<file path="src/rtl/key_digit_collector.sv">
// Debounced key collector behind a 74HC147-style active-low encoder; shifts digits into a BCD entry buffer.
// Optional auto-repeat while a key is held: define KEY_AUTOREPEAT_EN.
module key_digit_collector #(
    parameter int DEB_CYCLES    = 4,
    parameter int DIGITS        = 4,
    parameter int REPEAT_CYCLES = 64
) (
    input  logic                  clk,
    input  logic                  rst_n,
    input  logic [3:0]            Y_n,
    input  logic                  clr,
    input  logic                  out_ready,
    output logic                  out_valid,
    output logic [4*DIGITS-1:0]   out_bcd,
    output logic [3:0]            digit_cnt,
    output logic                  key_evt,
    output logic [3:0]            key_code,
    output logic                  err,
    output logic                  ovf
);

    typedef enum logic [1:0] {IDLE, DEB, HELD} state_t;

    localparam logic [7:0] DEB_LAST = 8'(DEB_CYCLES - 1);
    localparam logic [3:0] DIG_N    = 4'(DIGITS);

    generate
        if (DEB_CYCLES < 2 || DEB_CYCLES > 255 || DIGITS < 1 || DIGITS > 8 || REPEAT_CYCLES < 1) begin : g_param_check
            $error("key_digit_collector: illegal parameter value");
        end
    endgenerate

    state_t              state;
    logic [3:0]          sync1, sync2, k, cand;
    logic [7:0]          cnt;
    logic                deb_done, rep_fire, accept, digit_ok;
    logic [4*DIGITS-1:0] bcd_shift;

    assign k        = ~sync2;
    assign deb_done = (state == DEB) && (k == cand) && (cnt == DEB_LAST);
    assign accept   = deb_done || rep_fire;
    assign digit_ok = (cand >= 4'd1) && (cand <= 4'd9);

    generate
        if (DIGITS == 1) begin : g_shift1
            assign bcd_shift = cand;
        end else begin : g_shiftn
            assign bcd_shift = {out_bcd[4*DIGITS-5:0], cand};
        end
    endgenerate

`ifdef KEY_AUTOREPEAT_EN
    localparam logic [15:0] REP_LAST = 16'(REPEAT_CYCLES - 1);
    logic [15:0] rep_cnt;

    assign rep_fire = (state == HELD) && (k == cand) && (rep_cnt == REP_LAST);

    always_ff @(posedge clk or negedge rst_n) begin
        if (!rst_n) begin
            rep_cnt <= '0;
        end else if (deb_done || rep_fire || state != HELD || k != cand) begin
            rep_cnt <= '0;
        end else begin
            rep_cnt <= rep_cnt + 16'd1;
        end
    end
`else
    assign rep_fire = 1'b0;
`endif

    always_ff @(posedge clk or negedge rst_n) begin
        if (!rst_n) begin
            sync1 <= 4'hF;
            sync2 <= 4'hF;
        end else begin
            sync1 <= Y_n;
            sync2 <= sync1;
        end
    end

    always_ff @(posedge clk or negedge rst_n) begin
        if (!rst_n) begin
            state     <= IDLE;
            cand      <= '0;
            cnt       <= '0;
            out_valid <= 1'b0;
            out_bcd   <= '0;
            digit_cnt <= '0;
            key_evt   <= 1'b0;
            key_code  <= '0;
            err       <= 1'b0;
            ovf       <= 1'b0;
        end else begin
            key_evt <= 1'b0;
            err     <= 1'b0;
            ovf     <= 1'b0;

            case (state)
                IDLE: begin
                    if (k != 4'd0) begin
                        state <= DEB;
                        cand  <= k;
                        cnt   <= 8'd1;
                    end
                end
                DEB: begin
                    if (k == 4'd0) begin
                        state <= IDLE;
                    end else if (k != cand) begin
                        cand <= k;
                        cnt  <= 8'd1;
                    end else if (cnt == DEB_LAST) begin
                        state <= HELD;
                        cnt   <= 8'd0;
                    end else begin
                        cnt <= cnt + 8'd1;
                    end
                end
                HELD: begin
                    // any nonzero code while held restarts the release window
                    if (k != 4'd0) begin
                        cnt <= 8'd0;
                    end else if (cnt == DEB_LAST) begin
                        state <= IDLE;
                        cnt   <= 8'd0;
                    end else begin
                        cnt <= cnt + 8'd1;
                    end
                end
                default: state <= IDLE;
            endcase

            if (clr) begin
                out_valid <= 1'b0;
                out_bcd   <= '0;
                digit_cnt <= '0;
            end else begin
                if (out_valid && out_ready) begin
                    out_valid <= 1'b0;
                    out_bcd   <= '0;
                    digit_cnt <= '0;
                end
                // a digit arriving in the handshake cycle still sees out_valid=1 and is dropped
                if (accept) begin
                    if (!digit_ok) begin
                        err <= 1'b1;
                    end else if (out_valid) begin
                        ovf <= 1'b1;
                    end else begin
                        out_bcd   <= bcd_shift;
                        digit_cnt <= digit_cnt + 4'd1;
                        key_evt   <= 1'b1;
                        key_code  <= cand;
                        if (digit_cnt + 4'd1 == DIG_N) out_valid <= 1'b1;
                    end
                end
            end
        end
    end

endmodule

</file>
<file path="config.mk">
export PLATFORM = sky130hd
export DESIGN_NAME = key_digit_collector
export DESIGN_NICKNAME = d
export VERILOG_FILES = /design/src/rtl/key_digit_collector.sv
export SDC_FILE = /design/constraint.sdc
export NUM_CORES = 1
export LEC_CHECK = 0
export CAP_MARGIN = 10
export CELL_PAD_IN_SITES_DETAIL_PLACEMENT = 1
export CELL_PAD_IN_SITES_GLOBAL_PLACEMENT = 1
export CORE_ASPECT_RATIO = 0.75
export CORE_UTILIZATION = 41
export CTS_BUF_LIST = sky130_fd_sc_hd__clkbuf_16
export CTS_CLUSTER_DIAMETER = 40
export DETAILED_ROUTE_END_ITERATION = 8
export PLACE_DENSITY = 0.82
export SLEW_MARGIN = 30
export SYNTH_ARGS = -nofsm -noshare
export SYNTH_HDL_FRONTEND = slang
export SYNTH_SLANG_ARGS = --single-unit
</file>
<file path="constraint.sdc">
create_clock -name clk -period 2.9 [get_ports clk]
set_input_delay 0.435 -clock clk [delete_from_list [all_inputs] [get_ports clk]]
set_output_delay 0.435 -clock clk [all_outputs]
set_load 0.05 [all_outputs]
</file>
Word-level counts from Yosys, hierarchy flattened
Cells that the tools add are included.
{"block": "totals", "out_inout_bits": 28, "ff_bits": 50}
{"block": "op_classes", "n_bitwise": 3, "n_eq_ne": 13, "magnitude_cmp": 2, "reduce_logical": 13, "addsub": 2, "mux": 44}
{"operator": "2-to-1 mux 16 bit", "n": 5}
{"operator": "2-to-1 mux 8 bit", "n": 5}
{"operator": "2-to-1 mux 4 bit", "n": 8}
{"operator": "one-hot mux 8 bit (3 select lines)", "n": 1}
{"operator": "2-to-1 mux 1 bit", "n": 17}
{"operator": "2-to-1 mux 2 bit", "n": 6}
{"operator": "adder 8 x 1 -> 8 bit (second input constant)", "n": 1}
{"operator": "== test 8 x 2 -> 1 bit (second input constant)", "n": 1}
{"operator": "!= test 2 bit (second input constant)", "n": 4}
{"operator": "one-hot mux 4 bit (2 select lines)", "n": 1}
{"operator": "AND reduction 4 bit", "n": 2}
{"operator": "one-hot mux 2 bit (3 select lines)", "n": 1}
{"operator": "AND reduction 5 bit", "n": 1}
{"operator": "adder 4 x 1 -> 4 bit (second input constant)", "n": 1}
{"operator": "== test 4 x 3 -> 1 bit (second input constant)", "n": 1}
{"operator": "== test 4 bit", "n": 1}
{"operator": ">= comparator 4 x 1 -> 1 bit (second input constant)", "n": 1}
{"operator": "less-or-equal comparator 4 bit (second input constant)", "n": 1}
{"operator": "logical AND 1 bit", "n": 4}
{"operator": "zero test 4 bit", "n": 1}
{"operator": "!= test 4 bit", "n": 1}
{"operator": "NOT 4 bit", "n": 1}
{"operator": "nonzero test 4 bit", "n": 1}
{"operator": "!= test 3 x 1 -> 1 bit (second input constant)", "n": 1}
{"operator": "other kinds (9)", "n": 10}

Longest topological paths before layout
{"block": "depth", "ltp_word": 7, "ltp_mapped": 8}

Worst setup path before layout
No wires, ideal clock.
{"block": "synth_path", "path_type": "register -> register", "start": "register cnt[0]", "end": "register digit_cnt[0]", "arrival_ns": 2.091, "slack_ns": 0.685, "synth_period_minus_slack_ns": 2.215, "setup_ns": 0.125, "n_path_buf": 2, "path_stages_with_launch": 9, "cell_sequence": "dfrtp_1 ha_1 nor4b_2 nand2_1 or4_1 clkbuf_1 and2_1 buf_6 mux2_2"}
{"block": "synth_via", "elab_chain_len": 4}
{"item": "start: declaration", "line_no": "35", "source": "logic [7:0] cnt;"}
{"item": "start signal: assignment", "line_no": "116", "source": "cnt <= cnt + 8'd1;"}
{"item": "start signal: assignment", "line_no": "127", "source": "cnt <= cnt + 8'd1;"}
{"item": "== test 8 x 2 -> 1 bit", "line_no": "40", "source": "assign deb_done = (state == DEB) && (k == cand) && (cnt == DEB_LAST);"}
{"item": "logical AND 1 bit", "line_no": "40"}
{"item": "2-to-1 mux 4 bit", "line_no": "144", "source": "if (accept) begin"}
{"item": "2-to-1 mux 4 bit", "line_no": "133", "source": "if (clr) begin"}
{"item": "end signal: assignment", "line_no": "151", "source": "digit_cnt <= digit_cnt + 4'd1;"}
{"item": "end: declaration", "line_no": "15", "source": "output logic [3:0] digit_cnt,"}
No other way between the ends.
A chain may end at the register's enable or synchronous reset.

Worst setup path in the final report
Ends and elaborated chain as after synthesis.

==> run metrics <==
outcome complete, no violations; worst path required time 3.08 ns; Crit Path Class reg2reg; Clk pin slew, worst setup/hold paths 0.07 ns; Die Footprint about 0.006 mm²; WL met2 ~2700 µm; Slew Limit Headroom a little under three fifths; root buf cell clkbuf_16; final max-slew violation count 0; Top FF cell, synth dfrtp_1; most frequent cells in the layout 42 x dfrtp_1, 34 x clkdlybuf4s50_1, 26 x nor2_1; row count 23; Mapped Avg Cell Area about 11 µm²; first-pass GRT wire length 9301 µm; Longest Clk Path Bufs 2; NumNets Final 272; Core Util, Final a little over half; Slew @ Worst Pin 0.6406 ns; number of synthesized register bits 50; CTS tree built; I/O pin total 36; Layout Cells excl Fill about 330; Clock Skews 0.005307 ns; 1st-iter DRT viols 82; Crit. End Element flip-flop; die width approximately 88 µm; Area growth, synth to finish 27.51%; yosys synthesis warning count 0; r2r endpoint digit_cnt[0]; Initial Util 42.54%; pwr dens slightly above 600 mW/mm²; Post-CTS Setup Bufs 0; post-CTS sizing 0; Period Utilization, post-route 84.78%; unrepaired setup endpoints after global routing no; FILL cells slightly below 600; post-detailed-route count of antenna-violating nets 0; vias in the first global route around 1,900; top layer in use met4; distinct cell type count after synthesis 38; CTS Hold Bufs 0; grt total ovfl 0; Setup TNS 0 ns; MaxCap Viol Count 0; core area ~0.0053 mm²; Synth Cell Area ~0.0023 mm²; Pleak about 1.3 nW; EDFF count, synth 0; HPWL Detailed 3982 µm; # clock sinks 50; Min Clock Period, post-route around 2.5 ns; Placer Congestion 0.7778; WL met3 about 160 µm; DR vias/cell ~5.4; All-Layer GR Usage ~22%; wire length on met1 roughly 2700 µm; Post-Place Cells around 330; n_diodes 0; Syn Nets approximately 230; setup violators final 0; Worst setup endpoint digit_cnt[0]; Worst Setup SP cnt[0]; Mapped Cells ~210; Worst setup SP type flip-flop; Critical Path AT 2.63 ns; Async SR Flop Fraction between 90% and 100%; routed vias between 1,500 and 2,000; H-tree levels 2; commonest non-fill, non-tap cell in the layout dfrtp_1; drt total wl ~5600 µm; sequential share of the synthesized area between 50% and 60%; routed wire length per instance ~17 µm; reg2reg path depth 6; final hold vios 0; TritonRoute pass-1 iters 4; I/O Buffers 35; max frequency 406.8 MHz; residual DRC count 0; Max Fanout on Critical Path 8; pin count of the biggest net entering global routing 46; layout cells sized above 1 roughly an eighth; Power Total roughly 1.8 mW; Hold Crit Class in2async; die height approximately 66 µm; launching point of the worst reg2reg path cnt[0]; Reg2Reg Setup Slack approximately 0.44 ns; worst ir drop on vdd around 0.00029 V; later-pin clock latency in the skew report around 0.29 ns; TritonCTS Buffers 5; initial antenna violation count 0
==> state kept, by name, summed over array words and instances (netlist names), 2 cells and up <==
name and count:
key_code 4, cand 4, out_bcd 16, sync2 4
state 2, sync1 4, digit_cnt 4, cnt 8
==> through the flow <==
step                instance area [µm²]  setup WS (ns)  hold slack [ns]
floorplan                          2265         0.6847           0.1394
global placement                   2739         0.6297           0.3465
detailed placement                 2741         0.5301           0.3473
CTS                                2888         0.4411           0.1632
global route                       2888         0.2429           0.1950
finish                             2888         0.4415           0.1343
==> area by class of cell <==
class / instances / area [µm²] / share of cell area, %
Clock buffer: 5 / 125.1 / 4.333
Inverter: 6 / 22.52 / 0.7799
Clock inverter: 3 / 21.27 / 0.7366
Multi-Input combinational cell: 152 / 963.4 / 33.36
Sequential cell: 50 / 1261 / 43.67
Tap cell: 75 / 93.84 / 3.250
Timing Repair Buffer: 42 / 400.4 / 13.86
==> cells by family after synthesis <==
kind of cell	Yosys count	share of synthesized area [%]
xor gates and xnor gates	6	2.320
muxes	5	2.486
DFF	50	55.69
AOI/OAI and AO/OA	64	18.29
adders and majority gates	7	3.867
buffers and inverters	11	2.154
and+or+nand+nor	70	15.19
==> worst max-delay path, cell delays in order (launching register included) <==
cell and delay (ns):
dfrtp_1 0.41, ha_1 0.21, nor4b_2 0.52, nand2_1 0.18, or4_1 0.45, and2_1 0.28, mux2_2 0.30
==> worst min path at each step <==
stage,start,cells past startpoint,endpoint,slack (ns)
CTS,rst_n,1,out_bcd[4],0.16
floorplan,rst_n,0,cand[0],0.14
detailed placement,sync1[2],0,sync2[2],0.35
finish,rst_n,1,key_evt,0.13
global placement,sync1[1],0,sync2[1],0.35
global route,rst_n,1,cand[3],0.20
==> power breakdown <==
part | internal, mW | total [mW] | switching (mW)
Combinational | 0.130 | 0.352 | 0.222
Sequential | 0.753 | 0.828 | 0.0752
Clock | 0.320 | 0.577 | 0.258
==> synthesized netlist by cell type (2+ instances only) <==
cell type  instances  area [µm²]
nand4_1            2       12.51
nand2_1           15       56.30
mux2_2             5       56.30
a31oi_1            4       25.02
nor2_1            26       97.59
a22oi_1            2       15.01
nand3_1            8       40.04
xnor2_1            2       17.52
ha_1               7       87.58
a21oi_1           20       100.1
o31ai_1            5       37.54
a21o_1             2       15.01
and4_1             2       17.52
nor2b_1            4       25.02
clkbuf_1           4       15.01
inv_1              6       22.52
a22o_1            12       105.1
dfstp_2            8       210.2
o21ai_0           12       60.06
nor3_1             4       20.02
nand3b_1           2       15.01
dfrtp_1           42        1051
xor2_1             4       35.03
==> routing by layer <==
metal | up-vias | track usage [%]
li1 | 858 | -
met3 | 7 | 4.245
met2 | 31 | 36.34
met1 | 904 | 28.18
met4 | 0 | 7.787
met5 | - | 0
No activity file was read; power rests on OpenSTA's default activity.
